===== src/rtl/pipelined_addsub_pkg.sv =====
// Shared definitions for the pipelined adder/subtractor: slice sizing,
// configuration legality and the per-stage control record.
package pipelined_addsub_pkg;

  localparam int DEF_WIDTH  = 32;
  localparam int DEF_STAGES = 4;

  // Width of the slice that each pipeline stage resolves.
  function automatic int slice_w(input int width, input int stages);
    return width / stages;
  endfunction

  // A legal configuration splits WIDTH evenly into at least one stage.
  function automatic bit cfg_ok(input int width, input int stages);
    return (stages >= 1) && ((width % stages) == 0);
  endfunction

  // Control part of a stage record. The operand and partial-sum fields are
  // WIDTH dependent, so they live beside this record in the top level.
  // Operand B is already inverted for subtraction when it is captured at
  // stage 0, so later stages never look at the sub flag.
  typedef struct packed {
    logic valid;   // stage holds an accepted beat
    logic carry;   // carry out of the slice this stage resolved
  } stage_ctl_t;

endpackage


===== src/rtl/pipelined_addsub_if.sv =====
// Operand / result handshake bundle for pipelined_addsub.
interface pipelined_addsub_if #(
  parameter int WIDTH = 32
);

  logic             in_valid;
  logic             in_ready;
  logic [WIDTH-1:0] a;
  logic [WIDTH-1:0] b;
  logic             cin;
  logic             sub;
  logic             out_valid;
  logic             out_ready;
  logic [WIDTH-1:0] sum;
  logic             cout;
  logic             ovf;

  // Side that issues operands and consumes results.
  modport master (
    output in_valid, a, b, cin, sub, out_ready,
    input  in_ready, out_valid, sum, cout, ovf
  );

  // The arithmetic block itself.
  modport slave (
    input  in_valid, a, b, cin, sub, out_ready,
    output in_ready, out_valid, sum, cout, ovf
  );

endinterface


===== src/rtl/addsub_slice.sv =====
// Combinational SW-bit ripple-carry slice. cmsb is the carry into the slice
// MSB; xor-ed with cout it gives signed overflow when this is the top slice.
module addsub_slice #(
  parameter int SW = 8
) (
  input  logic [SW-1:0] a,
  input  logic [SW-1:0] b,
  input  logic          cin,
  output logic [SW-1:0] s,
  output logic          cout,
  output logic          cmsb
);

  logic [SW:0] c;

  // Ripple the carry bit by bit across the slice.
  always_comb begin
    s    = '0;
    c    = '0;
    c[0] = cin;
    for (int i = 0; i < SW; i++) begin
      s[i]   = a[i] ^ b[i] ^ c[i];
      c[i+1] = (a[i] & b[i]) | (c[i] & (a[i] ^ b[i]));
    end
  end

  assign cout = c[SW];
  assign cmsb = c[SW-1];

endmodule


===== src/rtl/pipelined_addsub.sv =====
// Pipelined ripple-carry adder/subtractor. Stage k resolves bits
// [k*SW +: SW] with the carry registered by stage k-1. The whole pipe
// advances as one when the output register is empty or being consumed.
module pipelined_addsub
  import pipelined_addsub_pkg::*;
#(
  parameter int WIDTH  = DEF_WIDTH,
  parameter int STAGES = DEF_STAGES
) (
  input  logic              clk,
  input  logic              rst_n,
  pipelined_addsub_if.slave bus
);

  localparam int SW = slice_w(WIDTH, STAGES);
  localparam logic [WIDTH-1:0] ONES = '1;

  if (!cfg_ok(WIDTH, STAGES)) begin : g_cfg_check
    $error("pipelined_addsub: WIDTH must be a non-zero multiple of STAGES");
  end

  logic             adv;
  logic [WIDTH-1:0] b_eff;
  logic             c_eff;

  stage_ctl_t       ctl_q [STAGES];
  logic [WIDTH-1:0] a_q   [STAGES];
  logic [WIDTH-1:0] b_q   [STAGES];
  logic [WIDTH-1:0] s_q   [STAGES];
  logic [WIDTH-1:0] s_nxt [STAGES];
  logic             ovf_q;

  logic [SW-1:0]    sl_a  [STAGES];
  logic [SW-1:0]    sl_b  [STAGES];
  logic [SW-1:0]    sl_s  [STAGES];
  logic             sl_ci [STAGES];
  logic             sl_co [STAGES];
  logic             sl_cm [STAGES];

  assign adv          = bus.out_ready | ~bus.out_valid;
  assign bus.in_ready = adv;

  // Subtraction is a + ~b + ~cin; applied once, at capture.
  assign b_eff = bus.sub ? ~bus.b : bus.b;
  assign c_eff = bus.sub ? ~bus.cin : bus.cin;

  for (genvar k = 0; k < STAGES; k++) begin : g_stage
    localparam logic [WIDTH-1:0] MASK = (ONES >> (WIDTH - SW)) << (k * SW);

    if (k == 0) begin : g_src
      assign sl_a[k]  = bus.a[0 +: SW];
      assign sl_b[k]  = b_eff[0 +: SW];
      assign sl_ci[k] = c_eff;
      assign s_nxt[k] = WIDTH'(sl_s[k]);
    end else begin : g_src
      assign sl_a[k]  = a_q[k-1][k*SW +: SW];
      assign sl_b[k]  = b_q[k-1][k*SW +: SW];
      assign sl_ci[k] = ctl_q[k-1].carry;
      assign s_nxt[k] = (s_q[k-1] & ~MASK) | (WIDTH'(sl_s[k]) << (k * SW));
    end

    addsub_slice #(
      .SW (SW)
    ) u_slice (
      .a    (sl_a[k]),
      .b    (sl_b[k]),
      .cin  (sl_ci[k]),
      .s    (sl_s[k]),
      .cout (sl_co[k]),
      .cmsb (sl_cm[k])
    );
  end

  // Stage registers: all load together on adv; reset discards every beat.
  always_ff @(posedge clk or negedge rst_n) begin
    if (!rst_n) begin
      for (int k = 0; k < STAGES; k++) begin
        ctl_q[k] <= '0;
        a_q[k]   <= '0;
        b_q[k]   <= '0;
        s_q[k]   <= '0;
      end
      ovf_q <= 1'b0;
    end else if (adv) begin
      ctl_q[0] <= '{valid: bus.in_valid, carry: sl_co[0]};
      a_q[0]   <= bus.a;
      b_q[0]   <= b_eff;
      s_q[0]   <= s_nxt[0];
      for (int k = 1; k < STAGES; k++) begin
        ctl_q[k] <= '{valid: ctl_q[k-1].valid, carry: sl_co[k]};
        a_q[k]   <= a_q[k-1];
        b_q[k]   <= b_q[k-1];
        s_q[k]   <= s_nxt[k];
      end
      ovf_q <= sl_co[STAGES-1] ^ sl_cm[STAGES-1];
    end
  end

  assign bus.out_valid = ctl_q[STAGES-1].valid;
  assign bus.sum       = s_q[STAGES-1];
  assign bus.cout      = ctl_q[STAGES-1].carry;
  assign bus.ovf       = ovf_q;

endmodule


===== src/flat_wrapper.sv =====
// flat-port wrapper written by rule: the top's interface ports become plain ports
module pipelined_addsub_flat import pipelined_addsub_pkg::*;
#(
  parameter int WIDTH  = DEF_WIDTH,
  parameter int STAGES = DEF_STAGES
)
  (clk, rst_n, bus_in_valid, bus_a, bus_b, bus_cin, bus_sub, bus_out_ready, bus_in_ready, bus_out_valid, bus_sum, bus_cout, bus_ovf);
  pipelined_addsub_if #(.WIDTH(WIDTH)) bus_i ();
  input  logic clk;
  input  logic rst_n;
  input wire logic [$bits(bus_i.in_valid)-1:0] bus_in_valid;
  input wire logic [$bits(bus_i.a)-1:0] bus_a;
  input wire logic [$bits(bus_i.b)-1:0] bus_b;
  input wire logic [$bits(bus_i.cin)-1:0] bus_cin;
  input wire logic [$bits(bus_i.sub)-1:0] bus_sub;
  input wire logic [$bits(bus_i.out_ready)-1:0] bus_out_ready;
  output wire logic [$bits(bus_i.in_ready)-1:0] bus_in_ready;
  output wire logic [$bits(bus_i.out_valid)-1:0] bus_out_valid;
  output wire logic [$bits(bus_i.sum)-1:0] bus_sum;
  output wire logic [$bits(bus_i.cout)-1:0] bus_cout;
  output wire logic [$bits(bus_i.ovf)-1:0] bus_ovf;
  assign bus_i.in_valid = bus_in_valid;
  assign bus_i.a = bus_a;
  assign bus_i.b = bus_b;
  assign bus_i.cin = bus_cin;
  assign bus_i.sub = bus_sub;
  assign bus_i.out_ready = bus_out_ready;
  assign bus_in_ready = bus_i.in_ready;
  assign bus_out_valid = bus_i.out_valid;
  assign bus_sum = bus_i.sum;
  assign bus_cout = bus_i.cout;
  assign bus_ovf = bus_i.ovf;
  pipelined_addsub #(.WIDTH(WIDTH), .STAGES(STAGES)) u_core (.clk(clk), .rst_n(rst_n), .bus(bus_i));
endmodule

===== config.mk =====
export PLATFORM = sky130hd
export DESIGN_NAME = pipelined_addsub_flat
export DESIGN_NICKNAME = d
export VERILOG_FILES = /design/src/rtl/pipelined_addsub_pkg.sv /design/src/rtl/pipelined_addsub_if.sv /design/src/rtl/addsub_slice.sv /design/src/rtl/pipelined_addsub.sv /design/src/flat_wrapper.sv
export SDC_FILE = /design/constraint.sdc
export NUM_CORES = 1
export LEC_CHECK = 0
export CAP_MARGIN = 5
export CORE_MARGIN = 5
export CORE_UTILIZATION = 40
export DETAILED_ROUTE_END_ITERATION = 10
export REMOVE_ABC_BUFFERS = 1
export SLEW_MARGIN = 40
export SYNTH_ARGS = -nofsm -noshare
export SYNTH_HDL_FRONTEND = slang
export SYNTH_HIERARCHICAL = 1
export SYNTH_SLANG_ARGS = --single-unit

===== constraint.sdc =====
create_clock -name clk -period 6.36 [get_ports clk]
set_input_delay 0.954 -clock clk [delete_from_list [all_inputs] [get_ports clk]]
set_output_delay 0.954 -clock clk [all_outputs]
set_load 0.01 [all_outputs]

==> qor.yml, run 1 <==
status:
  run_status: "finished clean"
floorplanning:
  rows: 53
  die_x_um: 156
  initial_core_util_pct: 40.7
  dieHeight_um: 156
  ios: 106
  core-area_um2: 21000
  die-area_um2: 24400
power:
  seqPwrFrac_pct: 40.1
  p_int_mw: 3.66
  powerDensity_nw_per_um2: 489
  p_switching_mw: 1.44
  power.share.clock_pct: 20.9
  switching_share_pct: 28.2
  ir_drop_mv: 0.185
  p_total_mw: 5.09
  p_leak_nw: 4.90
  combPwrFrac_pct: 39.0
sta:
  worstMarginPinSlew_ns: 0.737
  hold-worst-slack_ns: 0.469
  setup_viol: 0
  fin_skew_ns: 0.00813
  fin_crit_ns: 4.49
  rsz0062_at_grt: "no"
  finalHoldViolations: 0
  drv_slew: 0
  relSlewSlack_pct: 50.9
  worst_slack_ns: 1.87
  max_freq_mhz: 223
  finalCritPeriodShare_pct: 70.6
route:
  num_vias: 4028
  antenna_left: 0
  via_per_inst: 4.49
  routed_wl_um: 14200
  initialDrtViolationCount: 90
  first_pass_iters: 4
  drc: 0
  wl_per_cell_um: 15.8
final_layout:
  area_delta_synth_final_pct: 21.8
  diodes: 0
  layout-drive-gt1-share_pct: 35.9
  nFillCells: 1762
  stdcell_count: 897
  final_util_pct: 49.6
  final_nets: 711
clocking:
  cts_resized: 0
  cts_buffers: 17
  post_cts_buffers: 0
  clkTransAtPathRegs_ns: 0.07
  clk_path_buf_depth: 2
  htree_levels: 4
  cts_root_buffer: "clkbuf_16"
  clk_latency_ns: 0.42
  cts_tree: "done"
  postCtsHoldBufs: 0
  cts_num_sinks: 185
logic_synthesis:
  synth-edff-count: 0
  synth_cell_types: 9
  syn_inst: 502
  seq_area_frac_synth_pct: 54.1
  synth_top_cell_area_share_pct: 54.1
  synth.area.top_cells: "dfrtp_1 54%, mux2_4 24%, fa_1 7.5%, mux2_2 6.1%, xor2_1 3.5%"
  ys_ff_latch: 185
  synthTopCellsByCount: "185 x dfrtp_1, 138 x mux2_4, 46 x mux2_2"
  syn_area_um2: 8550
  synth_area_leader_cell: "dfrtp_1"
  async_reset_ff_share_pct: 100
  synth.most_common_cell: "dfrtp_1"
  ys.warnings.count: 6
  synth_top_flop_cell: "dfrtp_1"
  avgSynthCellArea_um2: 17.0
critical_path:
  crit_top_cell: "fa_1"
  crit_type: "input port to flip-flop"
  cp_max_fo: 1
  path_delay_family: "adder cells"
  rr_endpoint: "u_core/bus.ovf$_DFFE_PN0P_"
  cp-start-kind: "input port"
  cp_slowest_cell: "clkdlybuf4s50_1"
  crit_path_max_incr_delay_ns: 0.42
  cp.arrival_ns: 4.79
  rrSetupSlack_ns: 2.50
  setup.worst_path.end_class: "flip-flop"
  critPathBufInv: 5
  crit_required_ns: 6.66
  path_cells: "clkdlybuf4s50_1 > xor2_1 > fa_1 > inv_1 > fa_1 > inv_1 > fa_1 > fa_1 > fa_1 > fa_1 > inv_1 > fa_1 > inv_1 > fa_1 > mux2_2"
  reg2reg_depth: 14
  r2r-start: "u_core/a_q[56]$_DFFE_PN0P_"
grt:
  antenna_found_initial: 0
  grt_pass1_vias: 4448
  grt-ovfl-total: 0
  grt_pass1_wl_um: 23500
  track_usage_pct: 12.0
  grt_max_degree: 81
worst_hold_path:
  hold_class: "input port to async pin"
flow_run:
  maxCapViolations: 0
placement:
  gp_congestion: 0.720
  place.port_buffers: 105
  dp_hpwl_um: 9500
  post-place-cells: 863
  place_ws_ns: 1.39
logic make-up (layout without fill, tap and decap cells):
kind of cell               after synthesis  in the layout  share of synthesized area, %
DFF                                    185            185                          54.1
muxes                                  184            184                          30.3
buffers and inverters                   65            185                          4.46
xor gates and xnor gates                34             34                          3.48
adders and majority gates               32             32                          7.49
and+or+nand+nor                          2              2                         0.146
metal layers:
metal	global-route usage, %	wire length [um]	up-vias
li1	-	-	1865
met1	17.3	6940	2084
met2	18.1	6500	69
met3	3.35	591	10
met4	3.43	165	0
met5	0	0	-
area by class of cell:
type                            instances  area (um^2)  share of cell area (%)
Tap cell                              275          344                    3.30
Sequential cell                       185         4630                    44.4
Inverter                               40          150                    1.44
Timing Repair Buffer                  113         1160                    11.1
Clock buffer                           21          440                    4.23
Multi-Input combinational cell        252         3550                    34.1
Clock inverter                         11          146                    1.41
state kept, by name (all words and copies together) (netlist names):
register,count
u_core/bus.out_valid,1
u_core/ctl_q,6
u_core/a_q,48
u_core/b_q,48
u_core/s_q,48
u_core/bus.ovf,1
u_core/bus.sum,32
u_core/bus.cout,1
worst max-delay path by stage:
stage | end | start | cells after the start | slack (ns)
floorplan | u_core/a_q[127]$_DFFE_PN0P_ | bus_out_ready | 2 | -2.03
global placement | u_core/s_q[103]$_DFFE_PN0P_ | bus_b[0] | 15 | 1.45
detailed placement | u_core/s_q[103]$_DFFE_PN0P_ | bus_b[0] | 15 | 1.39
CTS | u_core/s_q[103]$_DFFE_PN0P_ | bus_b[0] | 15 | 1.84
global route | u_core/s_q[103]$_DFFE_PN0P_ | bus_b[0] | 15 | 1.70
finish | u_core/s_q[103]$_DFFE_PN0P_ | bus_b[0] | 15 | 1.87
cells in the final DEF (no fill, tap or decap), types with 2 or more instances in the layout:
cell	synthesis	routed
clkbuf_1	0	4
clkinvlp_4	0	2
mux2_4	138	138
clkinv_2	0	3
fa_1	32	32
clkdlybuf4s50_1	0	103
xor2_1	34	34
buf_4	0	2
mux2_2	46	46
clkinv_4	0	2
bufinv_16	0	3
dfrtp_1	185	185
clkbuf_16	0	17
buf_6	17	4
inv_1	40	40
power by group through the flow:
stage | combinational (mW) | sequential (mW) | clock (mW)
final | 1.99 | 2.04 | 1.06
after global routing | 2.19 | 2.12 | 1.15
after CTS | 2.02 | 2.06 | 1.10
after detailed placement | 2.01 | 2.07 | 0
after global placement | 1.97 | 2.05 | 0
after floorplan | 1.75 | 2.03 | 0
stage by stage:
step                      area (um^2)  setup TNS [ns]
after detailed placement         9780               0
after CTS                       10400               0
final                           10400               0
after global routing            10400               0
after floorplan                  8320         -362.34
after global placement           9770               0
No activity file was read; power rests on OpenSTA's default activity.
==> run 2: changes to the inputs <==
- clock period: 6.36 -> 4.1 ns (I/O delays scaled with it)
==> qor.yml, run 2 (synthesis results as in run 1) <==
route:
  wl_per_cell_um: 16.0
  initialDrtViolationCount: 126
  drc: 0
  via_per_inst: 4.58
  num_vias: 4108
  routed_wl_um: 14400
  first_pass_iters: 3
  antenna_left: 0
floorplanning:
  rows: 53
  die-area_um2: 24400
  core-area_um2: 21000
  initial_core_util_pct: 40.7
  ios: 106
  dieHeight_um: 156
  die_x_um: 156
final_layout:
  final_cell_mix: "185 x dfrtp_1, 138 x mux2_4, 103 x clkdlybuf4s50_1"
  final_nets: 711
  diodes: 0
  postLayoutCellArea_um2: 10400
  reg_top3: "u_core/a_q: 48 flops, u_core/b_q: 48 flops, u_core/s_q: 48 flops"
  nFillCells: 1768
  final_common_cell: "dfrtp_1"
  area_delta_synth_final_pct: 22.0
  layout-drive-gt1-share_pct: 37.3
  stdcell_count: 897
worst_hold_path:
  hold_class: "input port to async pin"
sta:
  setup_viol: 0
  drv_slew: 0
  relSlewSlack_pct: 53.5
  fin_crit_ns: 3.92
  max_freq_mhz: 255
  worstMarginPinSlew_ns: 0.697
  hold-worst-slack_ns: 0.0236
  fin_skew_ns: 0.00909
  rsz0062_at_grt: "no"
  finalCritPeriodShare_pct: 95.7
  finalHoldViolations: 0
flow_run:
  maxCapViolations: 0
placement:
  gp_congestion: 0.722
  place.port_buffers: 105
  post-place-cells: 864
  dp_hpwl_um: 9530
  place_area_um2: 9810
critical_path:
  path_cells: "clkdlybuf4s50_1 > xor2_1 > fa_2 > inv_2 > fa_1 > inv_1 > fa_2 > fa_2 > fa_2 > fa_1 > inv_1 > fa_1 > inv_1 > fa_1 > mux2_2"
  cp_max_fo: 1
  crit_start: "bus_b[0]"
  cp.depth: 15
  cp.arrival_ns: 4.24
  cp-start-kind: "input port"
  crit_path_max_incr_delay_ns: 0.42
  endpoint: "u_core/s_q[103]$_DFFE_PN0P_"
  rr_endpoint: "u_core/bus.ovf$_DFFE_PN0P_"
  path_delay_family: "adder cells"
  critPathBufInv: 5
  crit_required_ns: 4.42
  setup.worst_path.end_class: "flip-flop"
  rrSetupSlack_ns: 0.24
  crit_type: "input port to flip-flop"
  cp_slowest_cell: "clkdlybuf4s50_1"
  reg2reg_depth: 14
  r2r-start: "u_core/a_q[56]$_DFFE_PN0P_"
clocking:
  htree_levels: 4
  cts_root_buffer: "clkbuf_16"
  clk_path_buf_depth: 2
  clk_latency_ns: 0.43
  clkTransAtPathRegs_ns: 0.07
  cts_num_sinks: 185
  cts_buffers: 17
  postCtsHoldBufs: 0
  cts_tree: "done"
grt:
  grt_pass1_vias: 4659
  grt-ovfl-total: 0
  grt_max_degree: 102
  grt_pass1_wl_um: 23900
  antenna_found_initial: 2
  track_usage_pct: 12.3
power:
  p_leak_nw: 4.89
  p_total_mw: 7.89
  powerDensity_nw_per_um2: 756
  ir_drop_mv: 0.372
status:
  run_status: "finished clean"
run 2: layout make-up:
type	instances	area (um^2)	share of cell area [%]
inverters	40	150	1.44
clock inverters	15	161	1.55
clock buffers	17	425	4.08
well taps	275	344	3.30
flip-flops and latches	185	4630	44.4
multi-input cells	252	3560	34.1
repair buffers	113	1170	11.2
run 2: worst min-delay path by stage:
| stage | startpoint | end | slack, ns |
|---|---|---|---|
| after global routing | rst_n | u_core/bus.sum[25]$_DFFE_PN0P_ | 0.02 |
| final | rst_n | u_core/bus.sum[25]$_DFFE_PN0P_ | 0.02 |
| after floorplan | rst_n | u_core/a_q[104]$_DFFE_PN0P_ | 0.32 |
| after global placement | u_core/ctl_q[3]$_DFFE_PN0P_ | u_core/bus.out_valid$_DFFE_PN0P_ | 0.45 |
| after detailed placement | u_core/ctl_q[3]$_DFFE_PN0P_ | u_core/bus.out_valid$_DFFE_PN0P_ | 0.46 |
| after CTS | rst_n | u_core/a_q[121]$_DFFE_PN0P_ | 0.30 |
run 2: metal layers:
metal	wire length, um	vias to the layer above	GRT usage [%]	share of wire, %
li1	-	1870	-	-
met1	6590	2141	16.5	46
met2	6830	70	19.0	48
met3	644	23	3.65	4.5
met4	273	4	4.88	1.9
met5	21	-	0	0.15
run 2: where the power goes:
| part | internal, mW | total (mW) | switching (mW) | leakage [nW] |
|---|---|---|---|---|
| clock network | 0.861 | 1.62 | 0.754 | 0.278 |
| registers | 2.66 | 3.17 | 0.508 | 2.15 |
| logic | 2.06 | 3.10 | 1.04 | 2.46 |
| total | 5.58 | 7.89 | 2.31 | 4.89 |
run 2: timing repair:
action / 4_1_cts / 5_1_grt
setup endpoints to repair: 1 / 2
buffers inserted: 0 / 0
pin swaps: 0 / 1
gates resized for setup: 1 / 4
hold endpoints to repair: 0 / 0
run 2: metrics by stage:
stage | setup slack (ns) | util, % | setup TNS [ns]
6_report | 0.177 | 49.7 | 0
5_1_grt | 0.0370 | 49.7 | 0
4_1_cts | 0.0429 | 49.5 | 0
3_5_place_dp | -0.488 | 46.7 | -1.04
3_3_place_gp | -0.443 | 46.7 | -0.903
2_1_floorplan | -3.95 | - | -719.31
==> run 3: changes to the inputs <==
- CTS_BUF_LIST: unset -> sky130_fd_sc_hd__clkbuf_4 sky130_fd_sc_hd__clkbuf_8 sky130_fd_sc_hd__clkbuf_16
- SLEW_MARGIN: 40 -> 30
==> qor.yml, run 3 (synthesis results as in run 1) <==
power:
  p_total_mw: 7.89
  ir_drop_mv: 0.375
  powerDensity_nw_per_um2: 758
  p_leak_nw: 4.88
final_layout:
  final_common_cell: "dfrtp_1"
  postLayoutCellArea_um2: 10400
  area_delta_synth_final_pct: 21.7
  diodes: 0
  reg_top3: "u_core/a_q: 48 flops, u_core/b_q: 48 flops, u_core/s_q: 48 flops"
  final_util_pct: 49.5
  final_cell_mix: "185 x dfrtp_1, 138 x mux2_4, 103 x clkdlybuf4s50_1"
  final_nets: 710
  layout-drive-gt1-share_pct: 37.2
  nFillCells: 1771
clocking:
  clk_path_buf_depth: 2
  clk_latency_ns: 0.43
  cts_num_sinks: 185
  htree_levels: 4
  cts_tree: "done"
  clkTransAtPathRegs_ns: 0.07
  cts_buffers: 17
  cts_root_buffer: "clkbuf_16"
critical_path:
  crit_type: "input port to flip-flop"
  cp_slowest_cell: "clkdlybuf4s50_1"
  setup.worst_path.end_class: "flip-flop"
  cp_max_fo: 1
  crit_required_ns: 4.42
  cp.arrival_ns: 4.24
  cp-start-kind: "input port"
  path_cells: "clkdlybuf4s50_1 > xor2_1 > fa_2 > inv_2 > fa_1 > inv_1 > fa_2 > fa_2 > fa_2 > fa_1 > inv_1 > fa_1 > inv_1 > fa_1 > mux2_2"
  crit_path_max_incr_delay_ns: 0.42
route:
  wl_per_cell_um: 16.0
  via_per_inst: 4.55
  first_pass_iters: 4
  initialDrtViolationCount: 142
  drc: 0
  routed_wl_um: 14400
  num_vias: 4080
  antenna_left: 0
sta:
  setup_viol: 0
  finalCritPeriodShare_pct: 95.7
  fin_skew_ns: 0.00897
  worstMarginPinSlew_ns: 0.824
  setup_tns_ns: 0
  relSlewSlack_pct: 45.1
  finalHoldViolations: 0
  max_freq_mhz: 255
  rsz0062_at_grt: "no"
  drv_slew: 0
  fin_crit_ns: 3.92
grt:
  antenna_found_initial: 2
  grt_max_degree: 102
  grt_pass1_vias: 4659
  track_usage_pct: 12.3
  grt_pass1_wl_um: 23900
  grt-ovfl-total: 0
floorplanning:
  initial_core_util_pct: 40.7
  die-area_um2: 24400
  dieHeight_um: 156
  ios: 106
  core-area_um2: 21000
  die_x_um: 156
  rows: 53
status:
  run_status: "finished clean"
placement:
  dp_hpwl_um: 9530
  gp_congestion: 0.722
  place.port_buffers: 105
  place_area_um2: 9810
worst_hold_path:
  hold_class: "input port to async pin"
flow_run:
  maxCapViolations: 0
[run 3: stage by stage]
stage | std cells | hold WS (ns) | setup WS [ns]
2_1_floorplan | 477 | 0.319 | -3.95
3_3_place_gp | 864 | 0.446 | -0.443
3_5_place_dp | 864 | 0.456 | -0.488
4_1_cts | 896 | 0.305 | 0.0429
5_1_grt | 896 | 0.321 | 0.0370
6_report | 896 | 0.251 | 0.176
[run 3: metal layers]
layer	routed length, um	track usage (%)	share of wire [%]	vias to the layer above
li1	-	-	-	1867
met1	6680	16.5	46	2117
met2	6760	19.0	47	70
met3	639	3.65	4.4	22
met4	269	4.88	1.9	4
met5	21	0	0.15	-
[run 3: what timing repair did]
action                                  in CTS  in global routing
resized for setup                            1                  4
pin swaps                                    0                  1
gates cloned                                 0                  0
endpoints found under the setup margin       1                  2
setup buffers                                0                  0
hold buffers                                 0                  0
hold endpoints to repair                     0                  0
[run 3: area by class of cell]
cell class / instances / area, um^2 / area share [%]
Clock buffer: 17 / 425 / 4.09
Clock inverter: 15 / 161 / 1.55
Inverter: 40 / 150 / 1.44
Multi-Input combinational cell: 252 / 3560 / 34.2
Sequential cell: 185 / 4630 / 44.5
Tap cell: 275 / 344 / 3.31
Timing Repair Buffer: 112 / 1140 / 11.0
[run 3: worst max-delay path, delay by kind of cell]
family,cells,cell delay (ns)
buffers and inverters,5,0.65
adder cells (fa/ha/maj),8,2.53
multiplexers,1,0.27
XOR/XNOR,1,0.17
[run 3: final timing paths]
path,start,endpoint,depth (start not counted),slack (ns)
max,bus_b[0],u_core/s_q[103]$_DFFE_PN0P_,15,0.18
min,rst_n,u_core/bus.sum[25]$_DFFE_PN0P_,1,0.25
max reg2reg,u_core/a_q[56]$_DFFE_PN0P_,u_core/bus.ovf$_DFFE_PN0P_,14,0.25
min reg2reg,u_core/ctl_q[3]$_DFFE_PN0P_,u_core/bus.out_valid$_DFFE_PN0P_,1,0.47
max in group asynchronous,rst_n,u_core/a_q[62]$_DFFE_PN0P_,2,2.96
min in group clk,u_core/ctl_q[3]$_DFFE_PN0P_,u_core/bus.out_valid$_DFFE_PN0P_,1,0.47
[run 3: where the power goes]
| group | total, mW | switching, mW | internal, mW |
|---|---|---|---|
| registers | 3.17 | 0.508 | 2.66 |
| clock network | 1.62 | 0.755 | 0.862 |
| logic | 3.10 | 1.05 | 2.05 |
| total | 7.89 | 2.31 | 5.58 |
